===== src/rtl/lmem_arbiter.sv =====
// ---------------------------------------------------------------------------
// lmem_arbiter
//
// Shares the single-port layer memory (L0/L1 banks selected by csel) between
// two requesters: port 0 is the conv engine, port 1 the max-pool engine.
// Ownership is round-robin. An owner may take up to MAX_BURST beats, after
// which it yields to a pending peer unless its lock input is high. Every
// memory control output comes from a register. Read data returns through a
// port-id tag pipeline, so each read goes back to the port that issued it.
//
// Ports
//   clk, reset          clock (rising edge); asynchronous active-low reset
//   req0/1, we0/1       access request; 1 = write, 0 = read
//   lock0/1             owner keeps the grant past MAX_BURST while high
//   addr0/1, wdata0/1   access address / write data
//   csel0/1             bank select that travels with the access
//   gnt0/1              registered grant
//   rvalid0/1, rdata    one-cycle read-return pulse per port, shared data
//   cwr, crd            memory write / read strobes
//   caddr_wr, cdata_wr  memory write address / data
//   caddr_rd, csel      memory read address / bank select
//   cdata_rd            memory read data, RD_LAT cycles after crd
//   state_dbg           current arbiter FSM state (IDLE=0, OWN0=1, OWN1=2)
//
// Handshake: a beat is accepted in any cycle where reqN and gntN are both 1.
// gntN depends only on registered state, so it never responds to reqN in the
// same cycle. If the owner drops req while granted, that cycle carries no
// beat and the grant falls on the next cycle. A later request is arbitrated
// again from IDLE.
// ---------------------------------------------------------------------------
module lmem_arbiter #(
  parameter int AW        = 12,
  parameter int DW        = 20,
  parameter int MAX_BURST = 16,
  parameter int RD_LAT    = 1
) (
  input  logic          clk,
  input  logic          reset,
  input  logic          req0,
  input  logic          req1,
  input  logic          we0,
  input  logic          we1,
  input  logic          lock0,
  input  logic          lock1,
  input  logic [AW-1:0] addr0,
  input  logic [AW-1:0] addr1,
  input  logic [DW-1:0] wdata0,
  input  logic [DW-1:0] wdata1,
  input  logic [2:0]    csel0,
  input  logic [2:0]    csel1,
  output logic          gnt0,
  output logic          gnt1,
  output logic          rvalid0,
  output logic          rvalid1,
  output logic [DW-1:0] rdata,
  output logic          cwr,
  output logic          crd,
  output logic [AW-1:0] caddr_wr,
  output logic [DW-1:0] cdata_wr,
  output logic [AW-1:0] caddr_rd,
  output logic [2:0]    csel,
  input  logic [DW-1:0] cdata_rd,
  output logic [1:0]    state_dbg
);

  localparam int CW = $clog2(MAX_BURST + 1);
  localparam logic [CW-1:0] BURST_MAX = CW'(MAX_BURST);

  typedef enum logic [1:0] {
    IDLE = 2'd0,
    OWN0 = 2'd1,
    OWN1 = 2'd2
  } state_t;

  state_t        state, state_nxt;
  logic          rr, rr_nxt;           // port preferred on the next contested IDLE
  logic [CW-1:0] beats, beats_nxt;     // beats accepted in the current ownership
  logic [CW-1:0] beats_inc;            // beats including this cycle's accept, saturating

  // Owner-side view of the inputs. In IDLE these show port 0, but accept
  // stays low there, so the values are never used.
  logic          own_sel;
  logic          sel_req, sel_we, sel_lock, other_req;
  logic [AW-1:0] sel_addr;
  logic [DW-1:0] sel_wdata;
  logic [2:0]    sel_csel;
  logic          accept;

  assign own_sel   = (state == OWN1);
  assign sel_req   = own_sel ? req1   : req0;
  assign sel_we    = own_sel ? we1    : we0;
  assign sel_lock  = own_sel ? lock1  : lock0;
  assign other_req = own_sel ? req0   : req1;
  assign sel_addr  = own_sel ? addr1  : addr0;
  assign sel_wdata = own_sel ? wdata1 : wdata0;
  assign sel_csel  = own_sel ? csel1  : csel0;
  assign accept    = (state != IDLE) && sel_req;

  assign gnt0      = (state == OWN0);
  assign gnt1      = (state == OWN1);
  assign state_dbg = state;

  assign beats_inc = (accept && (beats != BURST_MAX)) ? beats + CW'(1) : beats;

  // -------------------------------------------------------------------------
  // Arbitration FSM
  // -------------------------------------------------------------------------
  always_ff @(posedge clk or negedge reset) begin
    if (!reset) begin
      state <= IDLE;
      rr    <= 1'b0;
      beats <= '0;
    end else begin
      state <= state_nxt;
      rr    <= rr_nxt;
      beats <= beats_nxt;
    end
  end

  always_comb begin
    state_nxt = state;
    rr_nxt    = rr;
    beats_nxt = beats;
    case (state)
      IDLE: begin
        // The counter clears here, so every new ownership starts at zero.
        beats_nxt = '0;
        if (req0 && req1) begin
          state_nxt = rr ? OWN1 : OWN0;
          rr_nxt    = ~rr;
        end else if (req0) begin
          state_nxt = OWN0;
          rr_nxt    = 1'b1;
        end else if (req1) begin
          state_nxt = OWN1;
          rr_nxt    = 1'b0;
        end
      end
      OWN0, OWN1: begin
        beats_nxt = beats_inc;
        // The limit test includes the current beat. The beat that reaches
        // MAX_BURST is therefore the last one, and the owner never takes an
        // extra beat before the grant falls.
        if (!sel_req) begin
          state_nxt = IDLE;
        end else if ((beats_inc == BURST_MAX) && other_req && !sel_lock) begin
          state_nxt = IDLE;
        end
      end
      default: state_nxt = IDLE;
    endcase
  end

  // -------------------------------------------------------------------------
  // Memory command registers: issued one cycle after the accept
  // -------------------------------------------------------------------------
  always_ff @(posedge clk or negedge reset) begin
    if (!reset) begin
      cwr      <= 1'b0;
      crd      <= 1'b0;
      csel     <= 3'd0;
      caddr_wr <= '0;
      cdata_wr <= '0;
      caddr_rd <= '0;
    end else begin
      cwr  <= accept && sel_we;
      crd  <= accept && !sel_we;
      csel <= accept ? sel_csel : 3'd0;
      // Addresses and write data hold between accesses, so the buses
      // do not toggle while idle.
      if (accept && sel_we) begin
        caddr_wr <= sel_addr;
        cdata_wr <= sel_wdata;
      end
      if (accept && !sel_we) begin
        caddr_rd <= sel_addr;
      end
    end
  end

  // -------------------------------------------------------------------------
  // Read-return tag pipeline
  // Stage 0 lines up with crd. Stage RD_LAT lines up with valid cdata_rd.
  // The port id travels with each read, so a return after a handover still
  // reaches the port that issued it.
  // -------------------------------------------------------------------------
  logic [RD_LAT:0] tag_v;
  logic [RD_LAT:0] tag_p;

  always_ff @(posedge clk or negedge reset) begin
    if (!reset) begin
      tag_v <= '0;
      tag_p <= '0;
    end else begin
      tag_v[0] <= accept && !sel_we;
      tag_p[0] <= own_sel;
      for (int i = 1; i <= RD_LAT; i++) begin
        tag_v[i] <= tag_v[i-1];
        tag_p[i] <= tag_p[i-1];
      end
    end
  end

  always_ff @(posedge clk or negedge reset) begin
    if (!reset) begin
      rvalid0 <= 1'b0;
      rvalid1 <= 1'b0;
      rdata   <= '0;
    end else begin
      rvalid0 <= tag_v[RD_LAT] && !tag_p[RD_LAT];
      rvalid1 <= tag_v[RD_LAT] &&  tag_p[RD_LAT];
      if (tag_v[RD_LAT]) begin
        rdata <= cdata_rd;
      end
    end
  end

endmodule


===== config.mk =====
export PLATFORM = sky130hd
export DESIGN_NAME = lmem_arbiter
export DESIGN_NICKNAME = d
export VERILOG_FILES = /design/src/rtl/lmem_arbiter.sv
export SDC_FILE = /design/constraint.sdc
export NUM_CORES = 1
export LEC_CHECK = 0
export CAP_MARGIN = 25
export CELL_PAD_IN_SITES_DETAIL_PLACEMENT = 0
export CELL_PAD_IN_SITES_GLOBAL_PLACEMENT = 1
export CORE_MARGIN = 1
export CORE_UTILIZATION = 33
export DETAILED_ROUTE_END_ITERATION = 12
export GPL_ROUTABILITY_DRIVEN = 0
export PLACE_DENSITY = 0.87
export SETUP_SLACK_MARGIN = 0.05
export SLEW_MARGIN = 20
export SYNTH_ARGS = -nofsm -noshare
export SYNTH_HDL_FRONTEND = slang
export SYNTH_SLANG_ARGS = --single-unit

===== constraint.sdc =====
create_clock -name clk -period 6.4 [get_ports clk]
set_input_delay 0.96 -clock clk [delete_from_list [all_inputs] [get_ports clk]]
set_output_delay 0.96 -clock clk [all_outputs]
set_load 0.05 [all_outputs]

==> metrics.txt, run 1 <==
Post-synth top cells=82 x dfrtp_1, 56 x nor2_1, 47 x a21oi_1, 42 x mux2i_1, 20 x mux2_2; clock network fraction of design power=12.5%; ANT nets after route=0; # hold bufs at CTS=0; initial antenna violation count=0; clock root cell=clkbuf_8; combinational fraction of design power=59.6%; outcome=finished, final reports clean; num ports=173; Initial DRC Count=93; final core occ=54.1%; Setup violations, final=0; sequential area share after synthesis=56.9%; share of flip-flops with an asynchronous set or reset=100%; largest net degree at the start of global routing=83; Ys Warns=0; WP data arrival=3.17 ns; leak pwr=2.30 nW; cts bufs inserted=9; I/O Buffers=172; WHS Endpoint=tag_p[1]; placed wire-length estimate=6670 um; DRT Wirelength=9200 um; top_reg_cell synth=dfrtp_1; Antenna diodes=0; Yosys top cell area share=56.9%; Max Buffers Root-to-Sink=2; vias in the first global route=2882; WHS=0.364 ns; hold violation count in the final report=0; die height=107 um; Initial Util=34.5%; number of synthesized flops with an enable pin=0; CTS tree=done; number of setup buffers added after CTS=0; Max VDD drop=0.000280 V; Vias per Instance=4.64; Hold Crit Class=reg -> reg; critical path type=reg -> reg; Net Sw Power=0.00154 W; Worst Setup Start Kind=register; clk_skew=0.00957 ns; Least-Margin Pin Slew=0.864 ns; final worst-path cycle share=45.9%; Netlist cell types=35; Clock Pin Slew Worst Setup and Hold Paths=0.09 ns; Worst R2R Setup Slack=3.46 ns; Cell Area, Synth=3610 sq um; setup TNS=0 ns; RR Endpoint=state_dbg[1]; CP Capture Type=register; #FFs+latches synth=82; maxcap violations=0; Die ar.=11300 sq um; worst reg2reg path depth=9; reg-to-reg startpoint=state_dbg[0]; Power per Cell Area=556 nW/um^2; Crit Path Max Fanout=41; FMAX=0.340 GHz; CP required=6.63 ns; # clock sinks=82; Clk Latency, worst-skew pair=0.34 ns; RSZ-0062 raised after global routing=false; HP Start=tag_p[0]; Int Power=0.00161 W; DRC errors left=0; max-slew violations=0; hold path cells=0; via count of the routed design=2911; GRT Overall Usage=16.0%; gr ovfl total=0; Rel. slew slack=42.4%; largest cells by area after synthesis=dfrtp_1 57%, mux2i_1 12%, a21oi_1 6.5%; core footprint=10500 sq um; count leader, synth=dfrtp_1; Final Instance Area=5660 sq um; Post-DP Area=5440 sq um; H-Tree Level Count=3; share of cells above drive strength 1=8.76%; Seq pwr share=27.9%; CTS resizes=0; average wire per standard cell=14.7 um; Syn Area/Cell=11.3 sq um; nets=590; Mapped Cells=319; syn_nets=423; global-route wire length before repair=14000 um; # rows=37; Die Width=107 um; Sw Share=48.9%; largest area contributor in the synthesized netlist=dfrtp_1; First-pass DRT Iterations=4; min cycle time layout=2.94 ns; Area growth syn-to-layout=56.9%
[placed cells by master, fill, tap and decap left out, types with 2 or more instances in the layout]
cell type | synthesis | layout
mux2_2 | 20 | 20
nand2_1 | 9 | 9
clkdlybuf4s50_1 | 0 | 171
a211oi_1 | 2 | 2
mux2i_1 | 42 | 42
a31oi_1 | 2 | 2
dfrtp_1 | 82 | 82
clkinv_4 | 0 | 2
buf_4 | 1 | 2
inv_6 | 0 | 2
nand3_1 | 2 | 2
a21oi_1 | 47 | 47
inv_1 | 8 | 8
ha_1 | 6 | 5
nor2_1 | 56 | 55
clkbuf_8 | 0 | 10
o21ai_0 | 6 | 6
[worst max path at each step]
stage,startpoint,to,cells past startpoint
3_3_place_gp,req0,state_dbg[1],7
2_1_floorplan,state_dbg[1],state_dbg[1],7
5_1_grt,state_dbg[0],caddr_rd[7],7
6_report,state_dbg[0],state_dbg[1],9
4_1_cts,state_dbg[0],caddr_rd[8],7
3_5_place_dp,req0,state_dbg[1],7
[cells by family (layout without fill, tap and decap cells)]
kind of cell / Yosys count / in the layout / share of synthesized area (%)
flip-flops: 82 / 82 / 56.9
AND/OR/NAND/NOR: 76 / 76 / 8.95
AO/OA/AOI/OAI: 65 / 65 / 10.4
multiplexers: 64 / 64 / 18.6
buffers and inverters: 26 / 198 / 2.98
adder cells (fa/ha/maj): 6 / 6 / 2.08
[flip-flops by register name, indices dropped and copies added, names as in the netlist, 2 cells and up]
signal / cells
beats: 5
caddr_rd: 12
caddr_wr: 12
cdata_wr: 20
csel: 3
rdata: 20
state_dbg: 2
tag_p: 2
tag_v: 2
[per-layer routing]
| metal | up-vias | track usage, % | routed length (um) |
|---|---|---|---|
| met1 | 1362 | 19.5 | 3960 |
| met2 | 101 | 27.4 | 4480 |
| met3 | 10 | 3.86 | 624 |
| met5 | - | 0 | 0 |
| li1 | 1438 | - | - |
| met4 | 0 | 5.68 | 133 |
[critical path, stage by stage, from the launching register on]
cell and delay (ns):
dfrtp_1 0.44, inv_1 0.10, ha_2 0.18, buf_4 0.56
mux2i_1 0.41, nor2_1 0.15, a311o_1 0.37, o311ai_4 0.31
mux2i_1 0.21, o31ai_1 0.09
[cell type report]
cell class                      instances  area, sq um
Fill cell                             958         4810
Sequential cell                        82         2050
Timing Repair Buffer                  174         1740
Multi-Input combinational cell        211         1460
Tap cell                              136          170
Clock buffer                           10          138
Clock inverter                          6         72.6
Inverter                                8         30.0
[metrics by stage]
stage / power [W] / worst slack (ns) / std cells
6_report: 0.00314 / 3.46 / 627
3_3_place_gp: 0.00275 / 3.41 / 611
5_1_grt: 0.00331 / 3.21 / 627
3_5_place_dp: 0.00278 / 3.34 / 611
2_1_floorplan: 0.00213 / 3.56 / 319
4_1_cts: 0.00318 / 3.41 / 627
[power groups by stage]
stage / Sequential (W) / Clock [W] / Combinational (W)
global route: 0.000910 / 0.000430 / 0.00197
finish: 0.000876 / 0.000394 / 0.00187
global placement: 0.000879 / 0 / 0.00187
floorplan: 0.00164 / 0 / 0.000498
detailed placement: 0.000889 / 0 / 0.00189
CTS: 0.000879 / 0.000410 / 0.00190
Note: power is estimated with default switching activity, not from simulation.
==> run 2, diff against run 1 <==
--- a/config.mk
+++ b/config.mk
@@ -9,10 +9,10 @@
 export CELL_PAD_IN_SITES_DETAIL_PLACEMENT = 0
 export CELL_PAD_IN_SITES_GLOBAL_PLACEMENT = 1
 export CORE_MARGIN = 1
-export CORE_UTILIZATION = 33
+export CORE_UTILIZATION = 27
 export DETAILED_ROUTE_END_ITERATION = 12
 export GPL_ROUTABILITY_DRIVEN = 0
-export PLACE_DENSITY = 0.87
+export PLACE_DENSITY = 0.76
 export SETUP_SLACK_MARGIN = 0.05
 export SLEW_MARGIN = 20
 export SYNTH_ARGS = -nofsm -noshare
==> constraint.sdc (replaced) <==
create_clock -name clk -period 2.5 [get_ports clk]
set_input_delay 0.375 -clock clk [delete_from_list [all_inputs] [get_ports clk]]
set_output_delay 0.375 -clock clk [all_outputs]
set_load 0.05 [all_outputs]
==> run 2 against run 1 <==
Final cell count is 7.0% higher. Maximum frequency rose by 26%. Global-route usage decreased by 1.4 points. Critical path depth decreased by 1. Cell area rose by 4.3%. Critical endpoint unchanged.
==> metrics.txt, run 2 (synthesis gave the netlist of run 1 again) <==
max-slew violations=0 (unchanged); # rows=41 (was 37); nets=598 (was 590); maxcap violations=0 (unchanged); cts bufs inserted=9 (unchanged); WP data arrival=2.54 ns (was 3.17 ns); Hold Crit Class=in -> async (was reg -> reg); num ports=173 (unchanged); hold violation count in the final report=0 (unchanged); Post-DP Area=5600 sq um (was 5440 sq um); Slowest cell on crit path=dfrtp_2 (was buf_4); most frequent cells in the layout=170 x clkdlybuf4s50_1, 80 x dfrtp_1, 55 x nor2_1, 47 x a21oi_1, 41 x mux2i_1 (was 171 x clkdlybuf4s50_1, 82 x dfrtp_1, 55 x nor2_1, 47 x a21oi_1, 42 x mux2i_1); Setup violations, final=0 (unchanged); Crit path top cell by count=a211oi_1 (was mux2i_1); Clock Pin Slew Worst Setup and Hold Paths=0.06 ns (was 0.09 ns); DRC errors left=0 (unchanged); # hold bufs at CTS=0 (unchanged); Initial Util=28.1% (was 34.5%); WL met3=724 um (was 624 um); setup TNS=0 ns (unchanged); Setup WS post-layout=0.175 ns (was 3.46 ns); crit-path cells=inv_1 > ha_4 > mux2_4 > a211oi_1 > a211oi_1 > o311ai_4 > mux2i_1 > o31ai_1 (was inv_1 > ha_2 > buf_4 > mux2i_1 > nor2_1 > a311o_1 > o311ai_4 > mux2i_1 > o31ai_1); share of cells above drive strength 1=11.0% (was 8.76%); Final Instance Area=5900 sq um (was 5660 sq um); Die ar.=13800 sq um (was 11300 sq um); Least-Margin Pin Slew=0.872 ns (was 0.864 ns); final worst-path cycle share=93.0% (was 45.9%); Top Layer Used=met4 (unchanged); vias in the first global route=3082 (was 2882); Worst Setup Start Kind=register (unchanged); I/O Buffers=172 (unchanged); FMAX=0.430 GHz (was 0.340 GHz); die height=118 um (was 107 um); Vias per Instance=4.48 (was 4.64); # clock sinks=82 (unchanged); Area growth syn-to-layout=63.6% (was 56.9%); CP required=2.72 ns (was 6.63 ns); final core occ=46.0% (was 54.1%); min cycle time layout=2.33 ns (was 2.94 ns); leak pwr=2.39 nW (was 2.30 nW); Metal-1 WL=4040 um (was 3960 um); Antenna diodes=0 (unchanged); First-pass DRT Iterations=4 (unchanged); Rel. slew slack=41.8% (was 42.4%); Die Width=118 um (was 107 um); core footprint=12800 sq um (was 10500 sq um); via count of the routed design=3003 (was 2911); CTS tree=done (unchanged); RSZ-0062 raised after global routing=false (unchanged); Fillers=1223 (was 958); met2 WL=4750 um (was 4480 um); most common cell after layout, fill and taps aside=clkdlybuf4s50_1 (unchanged); CP Capture Type=register (unchanged); delay-heaviest family, CP=compound AO/OA/AOI/OAI gates (unchanged); critical path type=reg -> reg (unchanged); Initial DRC Count=136 (was 93); GRT Overall Usage=14.6% (was 16.0%); Max VDD drop=0.000364 V (was 0.000280 V); H-Tree Level Count=3 (unchanged); Design Power=0.00843 W (was 0.00314 W); Max Buffers Root-to-Sink=2 (unchanged); clock root cell=clkbuf_16 (was clkbuf_8); global-route wire length before repair=16000 um (was 14000 um); DRT Wirelength=9630 um (was 9200 um); placed wire-length estimate=7420 um (was 6670 um); Crit Path Max Fanout=8 (was 41); Worst path max stage delay=0.43 ns (was 0.56 ns); initial antenna violation count=0 (unchanged); Power per Cell Area=1430 nW/um^2 (was 556 nW/um^2); largest net degree at the start of global routing=41 (was 83); Post-Place Worst Slack=0.0636 ns (was 3.34 ns); gr ovfl total=0 (unchanged); Clk Latency, worst-skew pair=0.33 ns (was 0.34 ns); ANT nets after route=0 (unchanged); average wire per standard cell=14.4 um (was 14.7 um); Top Registers=cdata_wr x20, rdata x20 (unchanged); clk_skew=0.00444 ns (was 0.00957 ns); worst path buffer plus inverter count=1 (was 2); outcome=finished, final reports clean (unchanged)
[run 2: changes by cell type in the layout (fill, tap and decap cells not counted), sizes merged]
cell / previous run / this run
clkinvlp: 1 / 3
buf: 3 / 12
inv: 10 / 9
clkdlybuf4s50: 171 / 170
bufinv: 1 / 0
[run 2: cell type report]
class | count | area, sq um | share of cell area, %
clock buffers | 10 | 239 | 4.05
clock inverters | 6 | 51.3 | 0.870
inverters | 8 | 30.0 | 0.509
multi-input cells | 211 | 1480 | 25.1
flip-flops and latches | 82 | 2050 | 34.8
well taps | 172 | 215 | 3.65
repair buffers | 182 | 1830 | 31.0
[run 2: worst paths after layout]
path / slack, ns / cells past startpoint / startpoint / to
setup / recovery: 0.17 / 8 / state_dbg[0] / state_dbg[1]
hold / removal: 0.0007 / 1 / reset / cdata_wr[0]
setup reg to reg: 0.17 / 8 / state_dbg[0] / state_dbg[1]
hold reg to reg: 0.34 / 0 / tag_p[0] / tag_p[1]
max in group asynchronous: 1.88 / 2 / reset / cdata_wr[9]
min in group clk: 0.34 / 0 / tag_p[0] / tag_p[1]
[run 2: repair_timing]
action | CTS | global route
setup endpoints to repair | 0 | 2
resized for setup | 0 | 2
setup buffers | 0 | 0
[run 2: layer usage]
layer | track usage, % | vias up
met5 | 0 | -
met4 | 5.85 | 0
met3 | 4.17 | 12
met2 | 25.2 | 104
met1 | 16.9 | 1431
li1 | - | 1456
[run 2: per-stage QoR]
| step | std cells | hold WS [ns] |
|---|---|---|
| floorplan | 319 | 0.0794 |
| global placement | 655 | 0.335 |
| detailed placement | 655 | 0.335 |
| CTS | 671 | 0.0229 |
| global route | 671 | 0.0430 |
| finish | 671 | 0.000689 |
[run 2: report_power, final]
part / leakage (nW) / total (W) / switching [W] / internal [W]
clock network: 0.133 / 0.00126 / 0.000549 / 0.000710
registers: 0.959 / 0.00226 / 0.000335 / 0.00192
logic: 1.29 / 0.00491 / 0.00313 / 0.00178
total: 2.39 / 0.00843 / 0.00402 / 0.00441
